===== src/rtl/double_buffer_ctrl.sv =====
// Ping-pong bank controller for the ifmap/weight double buffers: tracks fill/read banks,
// generates wrapping per-bank addresses and holds each read bank for a programmable number of passes.
module double_buffer_ctrl #(
    parameter int ADDR_WID = 8,
    parameter int PASS_WID = 8
) (
    input  logic                clk,
    input  logic                rst,
    input  logic                clr,
    input  logic [ADDR_WID-1:0] config_DEPTH,
    input  logic [PASS_WID-1:0] config_NUM_PASSES,
    input  logic                wr_valid,
    output logic                wr_ready,
    output logic                wr_en,
    output logic                wr_bank,
    output logic [ADDR_WID-1:0] wr_addr,
    output logic                rd_valid,
    input  logic                rd_en,
    output logic                rd_bank,
    output logic [ADDR_WID-1:0] rd_addr,
    output logic                bank_released
);

    localparam logic [ADDR_WID-1:0] ADDR_ONE = ADDR_WID'(1);
    localparam logic [PASS_WID-1:0] PASS_ONE = PASS_WID'(1);

    logic [1:0]          full_r;
    logic                wb_r;
    logic                rb_r;
    logic [ADDR_WID-1:0] wr_cnt_r;
    logic [ADDR_WID-1:0] rd_cnt_r;
    logic [PASS_WID-1:0] pass_cnt_r;
    logic                bank_released_r;

    logic [ADDR_WID-1:0] depth_last_s;
    logic [PASS_WID-1:0] pass_last_s;
    logic                wr_fire_s;
    logic                rd_fire_s;
    logic                wr_done_s;
    logic                pass_end_s;
    logic                release_s;
    logic [1:0]          full_nxt_s;

    // Handshake decode and end-of-bank / end-of-pass detection.
    always_comb begin
        depth_last_s = config_DEPTH - ADDR_ONE;
        pass_last_s  = {PASS_WID{1'b0}};
        full_nxt_s   = full_r;

        // A pass count of zero behaves as a single pass.
        if (config_NUM_PASSES == {PASS_WID{1'b0}}) begin
            pass_last_s = {PASS_WID{1'b0}};
        end else begin
            pass_last_s = config_NUM_PASSES - PASS_ONE;
        end

        wr_fire_s  = wr_valid & ~full_r[wb_r];
        rd_fire_s  = rd_en & full_r[rb_r];
        // >= rather than == so an out-of-contract depth change cannot strand a counter
        wr_done_s  = wr_fire_s & (wr_cnt_r >= depth_last_s);
        pass_end_s = rd_fire_s & (rd_cnt_r >= depth_last_s);
        release_s  = pass_end_s & (pass_cnt_r >= pass_last_s);

        // Fill and release always hit different banks: one needs full=0, the other full=1.
        if (wr_done_s) begin
            full_nxt_s[wb_r] = 1'b1;
        end else begin
            full_nxt_s[wb_r] = full_r[wb_r];
        end
        if (release_s) begin
            full_nxt_s[rb_r] = 1'b0;
        end else begin
            full_nxt_s[rb_r] = full_nxt_s[rb_r];
        end
    end

    // Bank state, address counters, pass counter and release pulse.
    always_ff @(posedge clk or posedge rst) begin
        if (rst) begin
            full_r          <= 2'b00;
            wb_r            <= 1'b0;
            rb_r            <= 1'b0;
            wr_cnt_r        <= {ADDR_WID{1'b0}};
            rd_cnt_r        <= {ADDR_WID{1'b0}};
            pass_cnt_r      <= {PASS_WID{1'b0}};
            bank_released_r <= 1'b0;
        end else if (clr) begin
            full_r          <= 2'b00;
            wb_r            <= 1'b0;
            rb_r            <= 1'b0;
            wr_cnt_r        <= {ADDR_WID{1'b0}};
            rd_cnt_r        <= {ADDR_WID{1'b0}};
            pass_cnt_r      <= {PASS_WID{1'b0}};
            bank_released_r <= 1'b0;
        end else begin
            full_r          <= full_nxt_s;
            bank_released_r <= release_s;

            if (wr_done_s) begin
                wr_cnt_r <= {ADDR_WID{1'b0}};
                wb_r     <= ~wb_r;
            end else if (wr_fire_s) begin
                wr_cnt_r <= wr_cnt_r + ADDR_ONE;
            end else begin
                wr_cnt_r <= wr_cnt_r;
            end

            if (pass_end_s) begin
                rd_cnt_r <= {ADDR_WID{1'b0}};
            end else if (rd_fire_s) begin
                rd_cnt_r <= rd_cnt_r + ADDR_ONE;
            end else begin
                rd_cnt_r <= rd_cnt_r;
            end

            if (release_s) begin
                pass_cnt_r <= {PASS_WID{1'b0}};
                rb_r       <= ~rb_r;
            end else if (pass_end_s) begin
                pass_cnt_r <= pass_cnt_r + PASS_ONE;
            end else begin
                pass_cnt_r <= pass_cnt_r;
            end
        end
    end

    assign wr_ready      = ~full_r[wb_r];
    assign wr_en         = wr_fire_s;
    assign wr_bank       = wb_r;
    assign wr_addr       = wr_cnt_r;
    assign rd_valid      = full_r[rb_r];
    assign rd_bank       = rb_r;
    assign rd_addr       = rd_cnt_r;
    assign bank_released = bank_released_r;

endmodule


===== config.mk =====
export PLATFORM = sky130hd
export DESIGN_NAME = double_buffer_ctrl
export DESIGN_NICKNAME = d
export VERILOG_FILES = /design/src/rtl/double_buffer_ctrl.sv
export SDC_FILE = /design/constraint.sdc
export NUM_CORES = 1
export LEC_CHECK = 0
export CAP_MARGIN = 25
export CORE_AREA = 5 5 96 98
export DETAILED_ROUTE_END_ITERATION = 10
export DIE_AREA = 0 0 101 103
export HOLD_SLACK_MARGIN = 0.05
export PLACE_DENSITY = 0.56
export SETUP_SLACK_MARGIN = 0.02
export SYNTH_ARGS = -nofsm -noshare
export SYNTH_HDL_FRONTEND = slang
export SYNTH_SLANG_ARGS = --single-unit

===== constraint.sdc =====
create_clock -name clk -period 2.25 [get_ports clk]
set_input_delay 0.45 -clock clk [delete_from_list [all_inputs] [get_ports clk]]
set_output_delay 0.45 -clock clk [all_outputs]
set_load 0.02 [all_outputs]

; ---- Yosys cells after proc, flatten, opt, wreduce, memory -nomap -nowiden
; Cells that the tools add are included.
[word_totals]
register_bits = 29
elab_cells = 68
[classes]
add_sub_neg = 5
magnitude_cmp = 7
mux = 30
bitwise = 11
n_reduce_logical = 8
[ops]
columns = op, n
row1 = $mux 8, 10
row2 = $add 8x1->8 const B, 3
row3 = $ge 8x8->1, 3
row4 = $sub 8x1->8 const B, 2
row5 = $mux 1, 13
row6 = $reduce_bool 3->1, 3
row7 = $logic_not 8->1, 1
row8 = $mux 2, 3
row9 = $and 1x1->1, 5
row10 = $bwmux 2, 2
row11 = $lt 1x2->1 const B, 2
row12 = $reduce_bool 2->1, 2
row13 = $not 1->1, 3
row14 = $and 2x2->2, 1
row15 = $demux 1 s1, 2
row16 = $ge 1x1->1 const B, 2
row17 = $logic_and 1x1->1, 2
row18 = $not 2->2, 1
row19 = $or 2x2->2, 1

; ---- Logic depth before layout (Yosys ltp)
[logic_depth]
ltp_word = 11
depth_mapped = 14
mapped_depth_nobuf = 13

; ---- Least setup slack after synthesis
; Ideal clock, no wire load.
[synth_path]
path_kind = input port to flip-flop
from = input config_NUM_PASSES[5]
to = register pass_cnt_r[5]
setup_time_ps = 78
arrival_ps = 2969
setup_slack_ps = -797
path_stages = 11
cell_sequence = nor4_1 -> nand2_1 -> or3_1 -> and2_1 -> ha_1 -> nor2_1 -> a21oi_1 -> nor3_1 -> o21ai_0 -> or4b_2 -> a21oi_1
[synth_between]
elab_chain_len = 6
[synth_rtl]
columns = item, line_no
row1 = from (decl), 11  ; input logic [PASS_WID-1:0] config_NUM_PASSES,
row2 = $sub 8x1->8 / $logic_not 8->1 (equally long branches), "54, 51"
row3 = $mux 8 *, 51  ; if (config_NUM_PASSES == {PASS_WID{1'b0}}) begin
row4 = $ge 8x8->1 *, 62  ; release_s = pass_end_s & (pass_cnt_r >= pass_last_s);
row5 = $and 1x1->1 *, 62
row6 = $mux 8, 116  ; if (release_s) begin
row7 = $mux 8, 87  ; end else if (clr) begin
row8 = to (signal assigned), 85  ; pass_cnt_r <= {PASS_WID{1'b0}};
row9 = to (signal assigned), 117  ; pass_cnt_r <= {PASS_WID{1'b0}};
row10 = to (signal assigned), 120  ; pass_cnt_r <= pass_cnt_r + PASS_ONE;
row11 = to (decl), 32  ; logic [PASS_WID-1:0] pass_cnt_r;
; Mark *: on every way between the ends. The rest lies on a longest branch, timed or not.
; A chain may end at the register's enable or synchronous reset.

; ---- Worst setup path after layout
[layout_path]
from = input config_NUM_PASSES[2]
to = register pass_cnt_r[5]
; Same word-level chain as after synthesis.

==> results.md <==
- Crit-path max FO: 6
- Slowest-stage cell, CP: or4b_4
- Wire length per cell: 15.1 µm
- TritonCTS Buffers: 5
- CP cell instances: buf_8, nor4_4, nand2_2, or3_4, nand2_2, ha_4, a21oi_2, nor2_1, a211oi_2, o21ai_4, or4b_4, a21oi_2
- DR DRC count: 0
- Design area: 4330 µm²
- NetSw: 0.377 mW
- Max cap viols: 0
- Vias post-DR: 2487
- Clock Sinks: 29
- Sequential power share: 0.363
- Crit path depth: 12
- Startpoint types: input port
- Critical path endpoint category: flip-flop
- Drt first pass iters: 4
- Nets: 438
- CP arrival: 2.81 ns
- RSZ-0062 raised after global routing: true
- Fin crit period: 2.61 ns
- H-tree depth: 2
- Max Slew Vio Count: 0
- Worst-skew pair later-pin latency: 0.28 ns
- Main synth FF type: dfrtp_1
- Flop2flop setup slack: -0.13 ns
- R2r endpoint: pass_cnt_r[6]
- Ports: 43
- Worst path max stage delay: 0.50 ns
- Final Hold Viols: 0
- VDD IR max: 0.250 mV
- Max-slew headroom: 0.727
- Ys async rst share: 1.00
- Port Buf Inserts: 42
- Achievable frequency: 0.383 GHz
- Crit path buf inv count: 1
- Post-Syn Area: 2380 µm²
- Clock root buffer: clkbuf_8
- Post-DP Area: 3460 µm²
- Pint: 1.08 mW
- # rows: 34
- Clock Skews: 0.00450 ns
- CP required: 2.45 ns
- HPWL Detailed: 5140 µm
- Fin crit share: 1.16
- Static Leakage: 1.82 nW
- Die width: 101 µm
- Finished Core Util: 0.517
- Combinational power share: 0.252
- Clock power share: 0.385
- Die height: 103 µm
- # placed instances: 464
- Pwr Total: 1.45 mW
- Initial antenna violation count: 0
- Initial Util: 0.284
- Syn Inst Count: 268
- Hold_ws: 0.551 ns
- Share of layout cells above drive strength 1: 0.509
- GR Overflow Total: 0
- Max Root-Sink Buffers: 2
- Seq cells post-synth: 29
- Sw Share: 0.259
- Overall Global Routing Usage: 0.150
- Post-synth EDFFs: 0
- Final Non-Filler Cells: 503
- Reg2reg path depth: 11
- Crit Reg-Reg Startpoint: rd_addr[0]
- # diodes: 0
- Register area share after synthesis: 0.305
- Post-synth cell types: 58
- Fin worst setup slack: -0.359 ns
- Synth Warn #: 0
- Worst-path clk slew: 0.06 ns
- Syn_nets: 312
- CTS tree: built
- Power Dens Cells: 335 nW/µm²
- Vias in the first global route: 2623
- GPL Wtd Cong: 0.793
- Area grow syn2layout: 82.0%
- Area of the die: 10400 µm²
- Failing checks: setup timing
- Worst Hold Class: in2async
- Crit Path Category: in2reg
- Largest net degree at the start of global routing: 30
- Detailed Route Iter0 Violations: 64
- WL final: 7600 µm
- DRT antenna net count: 0
- Status: complete, but fails checks
- Slew of the pin with the lowest slew margin: 0.405 ns
- Final setup fails: 28
- Syn avg cell area: 8.88 µm²
- Core area: 8380 µm²
- First-pass GRT wire length: 12500 µm
- Worst path top cell family by delay: simple AND/OR/NAND/NOR gates
- Via density per instance: 4.94
-- cell families after synthesis --
| family | synth area share |
|---|---|
| AOI/OAI and AO/OA | 0.205 |
| buffers and inverters | 0.0384 |
| xor gates and xnor gates | 0.0804 |
| DFF | 0.305 |
| and+or+nand+nor | 0.227 |
| adders and majority gates | 0.125 |
| muxes | 0.0195 |
-- cell usage in the layout (no fill, tap or decap), types with 10 or more instances in the layout --
cell,Yosys,final
a21oi_1,17,10
buf_4,0,60
buf_6,2,21
clkdlybuf4s50_1,0,26
dfrtp_1,29,28
ha_1,23,14
inv_1,15,10
nand2_1,30,22
nor2_1,26,18
xor2_1,12,11
-- tightest hold or removal path: stages --
cell and delay [ns]:
clkdlybuf4s50_1 0.39, inv_1 0.05, buf_4 0.35
-- sequential cells by signal (all words and copies together), names as in the netlist --
signal and flops:
rd_addr 8, wr_addr 8, full_r 2, rd_bank 1, pass_cnt_r 8, bank_released 1
wr_bank 1
-- repair_timing --
action / in CTS / in global routing
hold buffers: 0 / 0
buffers inserted: 24 / 6
pin swaps: 53 / 27
gates resized for setup: 123 / 41
gates cloned: 2 / 0
setup endpoints to repair: 29 / 30
-- worst max-delay path by stage --
stage | to | startpoint
finish | pass_cnt_r[5] | config_NUM_PASSES[2]
global route | pass_cnt_r[6] | config_NUM_PASSES[2]
CTS | pass_cnt_r[5] | config_NUM_PASSES[2]
detailed placement | pass_cnt_r[5] | config_NUM_PASSES[2]
global placement | pass_cnt_r[5] | config_NUM_PASSES[2]
floorplan | pass_cnt_r[5] | config_NUM_PASSES[2]
-- stage by stage --
stage	worst slack, ns	TNS, ns
global placement	-1.12	-28.63
global route	-0.481	-7.57
CTS	-0.350	-4.05
detailed placement	-1.19	-29.70
floorplan	-0.528	-5.23
finish	-0.359	-5.18
-- synth_stat cells, types with 4 or more instances --
cell | number | area (µm²)
a21oi_1 | 17 | 85.1
and3_1 | 4 | 25.0
dfrtp_1 | 29 | 726
ha_1 | 23 | 288
inv_1 | 15 | 56.3
nand2_1 | 30 | 113
nand3_1 | 12 | 60.1
nor2_1 | 26 | 97.6
nor3_1 | 10 | 50.1
o2111ai_1 | 5 | 43.8
o21ai_0 | 8 | 40.0
xnor2_1 | 8 | 70.1
xor2_1 | 12 | 105
-- power groups by stage --
stage,sequential [mW],clock [mW],combinational [mW]
after global placement,0.536,0,0.266
final,0.527,0.559,0.366
after detailed placement,0.536,0,0.270
after floorplan,0.543,0,0.120
after CTS,0.526,0.579,0.321
after global routing,0.527,0.603,0.398
-- layout make-up --
cell class	count	area [µm²]
clock buffers	7	86.3
clock inverters	1	30.0
fillers	744	4050
inverters	15	76.3
multi-input cells	221	2170
flip-flops and latches	29	727
well taps	108	135
repair buffers	122	1110
-- routing by layer --
metal	track usage	vias to the layer above	wire [µm]
met5	0	-	0
met4	0.0501	0	138
met3	0.0291	14	336
met2	0.273	62	4030
met1	0.177	1188	3100
li1	-	1223	-
Note: power is estimated with default switching activity, not from simulation.
